===== src/rtl/karatsuba_stream_io.sv =====
// Stream adapter around a wide multiplier: collects operand A and operand B
// as W-bit words (least-significant first), presents them to the multiplier,
// captures the 2N-bit product after MUL_LAT+1 cycles and streams it back out
// as W-bit words with a last-word flag. Loading and draining never overlap.
module karatsuba_stream_io #(
  parameter int N       = 256,
  parameter int W       = 32,
  parameter int MUL_LAT = 0
) (
  input  logic             clk,
  input  logic             rst_n,
  input  logic [W-1:0]     in_data,
  input  logic             in_valid,
  output logic             in_ready,
  output logic [N-1:0]     op_a,
  output logic [N-1:0]     op_b,
  input  logic [2*N-1:0]   prod,
  output logic [W-1:0]     out_data,
  output logic             out_valid,
  input  logic             out_ready,
  output logic             out_last,
  output logic             busy
);

  localparam int NW  = N / W;
  localparam int NWO = 2 * NW;
  localparam int KW  = (NW > 1) ? $clog2(NW) : 1;
  localparam int JW  = $clog2(NWO);
  localparam int CW  = (MUL_LAT > 0) ? $clog2(MUL_LAT + 1) : 1;

  localparam logic [KW-1:0] K_LAST = KW'(NW - 1);
  localparam logic [JW-1:0] J_LAST = JW'(NWO - 1);
  localparam logic [CW-1:0] C_LAST = CW'(MUL_LAT);

  typedef enum logic [1:0] {LOAD_A, LOAD_B, WAIT, DRAIN} state_t;

  state_t           state;
  logic [KW-1:0]    k;
  logic [JW-1:0]    j;
  logic [CW-1:0]    cnt;
  logic [2*N-1:0]   prod_reg;

  // Output word is a pure decode of the product register and drain index.
  assign out_data = prod_reg[int'(j)*W +: W];

  // Sequencer: operand capture, multiplier wait, product drain, with all
  // handshake flags held in registers so no input reaches an output combinationally.
  always_ff @(posedge clk) begin
    if (!rst_n) begin
      state     <= LOAD_A;
      k         <= '0;
      j         <= '0;
      cnt       <= '0;
      op_a      <= '0;
      op_b      <= '0;
      prod_reg  <= '0;
      in_ready  <= 1'b1;
      out_valid <= 1'b0;
      out_last  <= 1'b0;
      busy      <= 1'b0;
    end else begin
      case (state)
        LOAD_A: begin
          if (in_valid && in_ready) begin
            op_a[int'(k)*W +: W] <= in_data;
            busy <= 1'b1;
            if (k == K_LAST) begin
              k     <= '0;
              state <= LOAD_B;
            end else begin
              k <= k + KW'(1);
            end
          end
        end
        LOAD_B: begin
          if (in_valid && in_ready) begin
            op_b[int'(k)*W +: W] <= in_data;
            if (k == K_LAST) begin
              k        <= '0;
              cnt      <= '0;
              in_ready <= 1'b0;
              state    <= WAIT;
            end else begin
              k <= k + KW'(1);
            end
          end
        end
        WAIT: begin
          if (cnt == C_LAST) begin
            prod_reg  <= prod;
            cnt       <= '0;
            j         <= '0;
            out_valid <= 1'b1;
            out_last  <= 1'b0;
            state     <= DRAIN;
          end else begin
            cnt <= cnt + CW'(1);
          end
        end
        DRAIN: begin
          if (out_ready) begin
            if (j == J_LAST) begin
              j         <= '0;
              k         <= '0;
              cnt       <= '0;
              out_valid <= 1'b0;
              out_last  <= 1'b0;
              busy      <= 1'b0;
              in_ready  <= 1'b1;
              state     <= LOAD_A;
            end else begin
              j        <= j + JW'(1);
              out_last <= ((j + JW'(1)) == J_LAST);
            end
          end
        end
        default: begin
          state     <= LOAD_A;
          k         <= '0;
          j         <= '0;
          cnt       <= '0;
          in_ready  <= 1'b1;
          out_valid <= 1'b0;
          out_last  <= 1'b0;
          busy      <= 1'b0;
        end
      endcase
    end
  end

endmodule

===== config.mk =====
export PLATFORM = sky130hd
export DESIGN_NAME = karatsuba_stream_io
export DESIGN_NICKNAME = d
export VERILOG_FILES = /design/src/rtl/karatsuba_stream_io.sv
export SDC_FILE = /design/constraint.sdc
export NUM_CORES = 2
export LEC_CHECK = 0
export CORE_AREA = 2 2 431 433
export CTS_CLUSTER_DIAMETER = 50
export CTS_CLUSTER_SIZE = 14
export DETAILED_ROUTE_END_ITERATION = 16
export DIE_AREA = 0 0 433 435
export HOLD_SLACK_MARGIN = 0.05
export PLACE_DENSITY = 0.48
export SYNTH_ARGS = -nofsm -noshare
export SYNTH_HDL_FRONTEND = slang
export SYNTH_SLANG_ARGS = --single-unit
export TNS_END_PERCENT = 5

===== constraint.sdc =====
create_clock -name clk -period 2.8 [get_ports clk]
set_input_delay 0.7 -clock clk [delete_from_list [all_inputs] [get_ports clk]]
set_output_delay 0.7 -clock clk [all_outputs]
set_load 0.01 [all_outputs]

# Word-level counts from Yosys, hierarchy flattened
# Index checks and enable logic that the tools add are counted.
[op_classes]
add_sub_neg = 4
eq_ne = 14
shift = 3
mux = 36
n_bitwise = 1
reduce_logical = 18
[op_table]
columns = ["op", "count"]
rows = [
  ["$bwmux W256", 2],
  ["$shiftx A512 B10 Y32", 1],
  ["$shift A32 B33 Y256 const A", 1],
  ["$shiftx A32 B33 Y256", 1],
  ["$neg A8 Y33", 1],
  ["$mux W2", 7],
  ["$ne A2 B2 Y1 const B", 7],
  ["$mux W1", 12],
  ["$mux W3", 4],
  ["$mux W4", 3],
  ["$reduce_and A4 Y1", 3],
  ["$reduce_and A5 Y1", 2],
  ["$eq A4 B4 Y1 const B", 2],
  ["$pmux W1 S2", 4],
  ["$pmux W2 S4", 1],
  ["$pmux W4 S2", 1],
  ["$reduce_bool A2 Y1", 4],
  ["$reduce_and A7 Y1", 1],
  ["$pmux W3 S2", 1],
  ["$reduce_and A2 Y1", 3],
  ["$add A4 B1 Y4 const B", 1],
  ["$eq A2 B2 Y1 const B", 2],
  ["$add A3 B1 Y3 const B", 1],
  ["$eq A3 B3 Y1 const B", 1],
  ["other kinds (10)", 10],
]
[totals]
register_bits = 1038
input_bits = 548
output_inout_bits = 548
wordCells = 87

# Logic depth before layout (Yosys ltp)
[depth]
ltp_word = 5
depth_mapped = 13
mapped_depth_nobuf = 7

# Worst setup path before layout
# Ideal clock, no wire load.
[synth_timing]
path_kind = "register -> register"
from = "register k[0]"
to = "register op_a[173]"
setup_ns = 0.122
arrival_ns = 2.555
required_ns = 2.678
setup_slack_ns = 0.123
stages_incl_launch_ff = 12
n_path_buf = 5
synth_period_minus_slack_ns = 2.677
path_cell_list = "dfxtp_1 > buf_6 > clkbuf_1 > clkbuf_1 > inv_1 > ha_1 > ha_1 > or4_1 > clkbuf_1 > buf_2 > nand2_1 > a21boi_0"
[synth_between]
elab_chain_len = 3
word_cells_on_any_way = 4
cone_classes = "1 x add/sub; 2 x shift; 1 x mux"
[synth_rtl]
columns = ["element", "line_no", "text"]
rows = [
  ["from (decl)", "38", "logic [KW-1:0] k;"],
  ["from (signal assigned)", "71", "k <= k + KW'(1);"],
  ["from (signal assigned)", "84", "k <= k + KW'(1);"],
  ["$neg A8 Y33 (*)", "65", "op_a[int'(k)*W +: W] <= in_data;"],
  ["$shiftx A32 B33 Y256 / $shift A32 B33 Y256 (equally long branches)", "65", ""],
  ["$bwmux W256 (*)", "65", ""],
  ["to (signal, indexed assignment)", "65", ""],
  ["to (decl)", "15", "output logic [N-1:0] op_a,"],
]
# Mark *: on every way between the ends. The rest lies on a longest branch, timed or not.
# A chain may end at the register's enable or synchronous reset.

# Final worst setup path
[layout_timing]
from = "register j[0]"
to = "output port out_data[29]"
[layout_between]
elab_chain_len = 1
[layout_rtl]
columns = ["element", "line_no", "text"]
rows = [
  ["from (decl)", "39", "logic [JW-1:0] j;"],
  ["from (signal assigned)", "112", "j <= j + JW'(1);"],
  ["$shiftx A512 B10 Y32", "44", "assign out_data = prod_reg[int'(j)*W +: W];"],
  ["to (decl)", "18", "output logic [W-1:0] out_data,"],
]
# No other way between the ends.

==> impl_results.md <==
- Outcome: finished with violations
- Failing checks: negative setup slack
- Top-Level Pins: 1096
- Number of port buffers: 1095
- Total power: 37.0 mW
- Total CTS buffers: 143
- Yosys warnings: 0
- Placed inst area: 57900 um2
- Crit share post-route: 1.20
- Ordered cell list for the critical path: buf_12, buf_12, buf_16, mux4_2, a22oi_2, buf_6, nand2_4, buf_6
- Sequential share of the synthesized area: 0.483
- Clock buffer depth: 3
- Crit path kind: reg2out
- Max Cap Violations: 0
- Utilization after layout: 0.348
- Count of cell types in the netlist: 47
- Pre-CTS setup slack: -0.372 ns
- Final Non-Filler Cells: 8096
- Least-Margin Pin Slew: 1.16 ns
- Primary FF master, synth: dfxtp_1
- Clock transition at path regs: 0.07 ns
- DRT iter0 DRCs: 2056
- Leak pwr: 20.5 nW
- Number of synthesized flops with an enable pin: 0
- Max reg flops: 512
- Unrepaired setup endpoints after global routing: true
- PnR worst setup slack: -0.561 ns
- CTS tree: built
- Hold slack: 0.301 ns
- DP HPWL: 151 mm
- Buf/Inv on CP: 5
- Post-Syn Nets: 4959
- TritonRoute pass-1 iters: 5
- Overflow after GRT: 0
- Total length of routed wires: 202 mm
- Critical Path AT: 2.66 ns
- Worst Setup End Kind: primary output
- Critical path peak fanout: 6
- Logic pwr share: 0.063
- CTS Sinks: 1037
- Worst-Skew Late Latency: 0.81 ns
- Startpoint types: flop
- Psw: 9.17 mW
- Internal Dissipation: 27.8 mW
- Die height: 435 um
- Initial Utilization: 0.234
- Tmin final: 3.36 ns
- Most common cell after layout, fill and taps aside: clkdlybuf4s50_1
- DIE AREA: 188000 um2
- Synth-to-Final Area Change: 49.1%
- GRT Overall Usage: 0.206
- Top cell type by total area after synthesis: dfxtp_1
- Pwr dens: 576 nW/um2
- Sw frac: 0.248
- Design Area, Final: 64100 um2
- Clock share of power: 0.536
- Sequential power share: 0.401
- Cell family with most CP delay: buffers and inverters
- Top cells by area, synth: dfxtp_1 (48%), mux2i_1 (15%), nor2b_1 (7.5%), nand3_1 (5.7%), nand2_1 (4.3%)
- Clock skew: 0.0380 ns
- Final hold viol count: 0
- Syn Inst Count: 4400
- Hold wc startpoint: rst_n
- Post-CTS Hold Buffers: 0
- Worst vdd rail ir drop: 465 uV
- Number of global-route vias before repair: 36027
- Vias: 36673
- Max Fclk: 0.298 GHz
- Mapped Area: 43000 um2
- Post-synth top area share: 0.483
- Worst r2r src: k[1]
- Hold WC Path Type: in2reg
- Slew headroom: 0.230
- Max-slew violation count: 0
- Critical-path top delay cell: mux4_2
- Drt via density: 4.53
- Number of antenna violations at the first check in global routing: 63
- Most frequent cells in the layout: clkdlybuf4s50_1 (1059), dfxtp_1 (1032), mux2i_1 (613)
- # rows: 158
- Drt wl/cell: 24.9 um
- Crit path from: j[0]
- Die width: 433 um
- ANT nets after route: 0
- Asr flop ratio synth: 0
- Nets: 6041
- Setup TNS Final: -15.35 ns
- Worst path max stage delay: 0.50 ns
- Root Buffer: clkbuf_16
- Core area: 184000 um2
- CP Data Required Time: 2.10 ns
- Mapped Avg Cell Area: 9.78 um2
- Synthesis-stage register bit count: 1037
- Largest net degree at the start of global routing: 174
- Final setup violating endpoints: 32
- DRC viols: 0
- Layout cell share with drive strength beyond 1: 0.130
- H-tree levels: 4
- Placed cells: 7775
- Final RePlAce weighted congestion: 0.842
- First-pass GRT wire length: 278 mm
-- tightest hold or removal path, cell delays in order --
cell,delay (ns)
buf_8,0.17
nand3_1,0.11
o21ai_0,0.07
-- cells by family after synthesis --
family | share of synthesized area
flip-flops | 0.483
XOR/XNOR | 0.000611
multiplexers | 0.182
adder cells (fa/ha/maj) | 0.00320
AO/OA/AOI/OAI | 0.0950
buffers and inverters | 0.0443
AND/OR/NAND/NOR | 0.192
-- synth_stat cells, types with 3 or more instances --
cell / n
a21boi_0: 83
a21boi_1: 177
a21oi_1: 4
a22oi_1: 100
and3_1: 36
buf_1: 50
buf_2: 151
buf_4: 15
buf_6: 9
clkbuf_1: 193
dfxtp_1: 1037
ha_1: 11
inv_1: 6
mux2i_1: 640
mux4_2: 64
nand2_1: 493
nand2b_1: 3
nand3_1: 488
nand4_1: 10
nand4_4: 4
nor2_1: 10
nor2b_1: 519
o21ai_0: 241
o21ai_1: 23
-- what timing repair did --
action / 4_1_cts / 5_1_grt
setup endpoints to repair: 33 / 32
pin swaps: 27 / 12
gates resized for setup: 243 / 30
buffers inserted: 32 / 1
cloned: 9 / 0
-- layout make-up --
| cell class | instances | area, um2 |
|---|---|---|
| diodes | 14 | 35.0 |
| clock buffers | 159 | 3730 |
| clock inverters | 106 | 1440 |
| fillers | 18690 | 120000 |
| inverters | 6 | 22.5 |
| multi-input cells | 2942 | 20900 |
| flip-flops and latches | 1037 | 20800 |
| well taps | 2480 | 3100 |
| repair buffers | 1352 | 14100 |
-- layer usage --
layer,vias up,GRT usage,share of wire
met3,321,0.0494,0.060
met4,34,0.0712,0.037
met2,1181,0.378,0.52
li1,17467,-,-
met5,-,0,0.0011
met1,17670,0.230,0.39
-- power by group through the flow --
stage / combinational [mW] / clock, mW / sequential [mW]
floorplan: 0.729 / 0 / 15.2
global placement: 2.38 / 0 / 15.1
detailed placement: 2.38 / 0 / 15.1
CTS: 2.38 / 20.3 / 14.8
global route: 2.45 / 20.8 / 14.8
finish: 2.34 / 19.8 / 14.8
-- final timing paths --
check,slack (ns),depth (start not counted),end
worst max-delay path,-0.56,8,out_data[29]
worst min-delay path,0.30,3,op_a[81]
worst max register to register,0.29,8,op_a[214]
worst min register to register,0.45,2,op_b[195]
(Power assumes the default switching activity.)
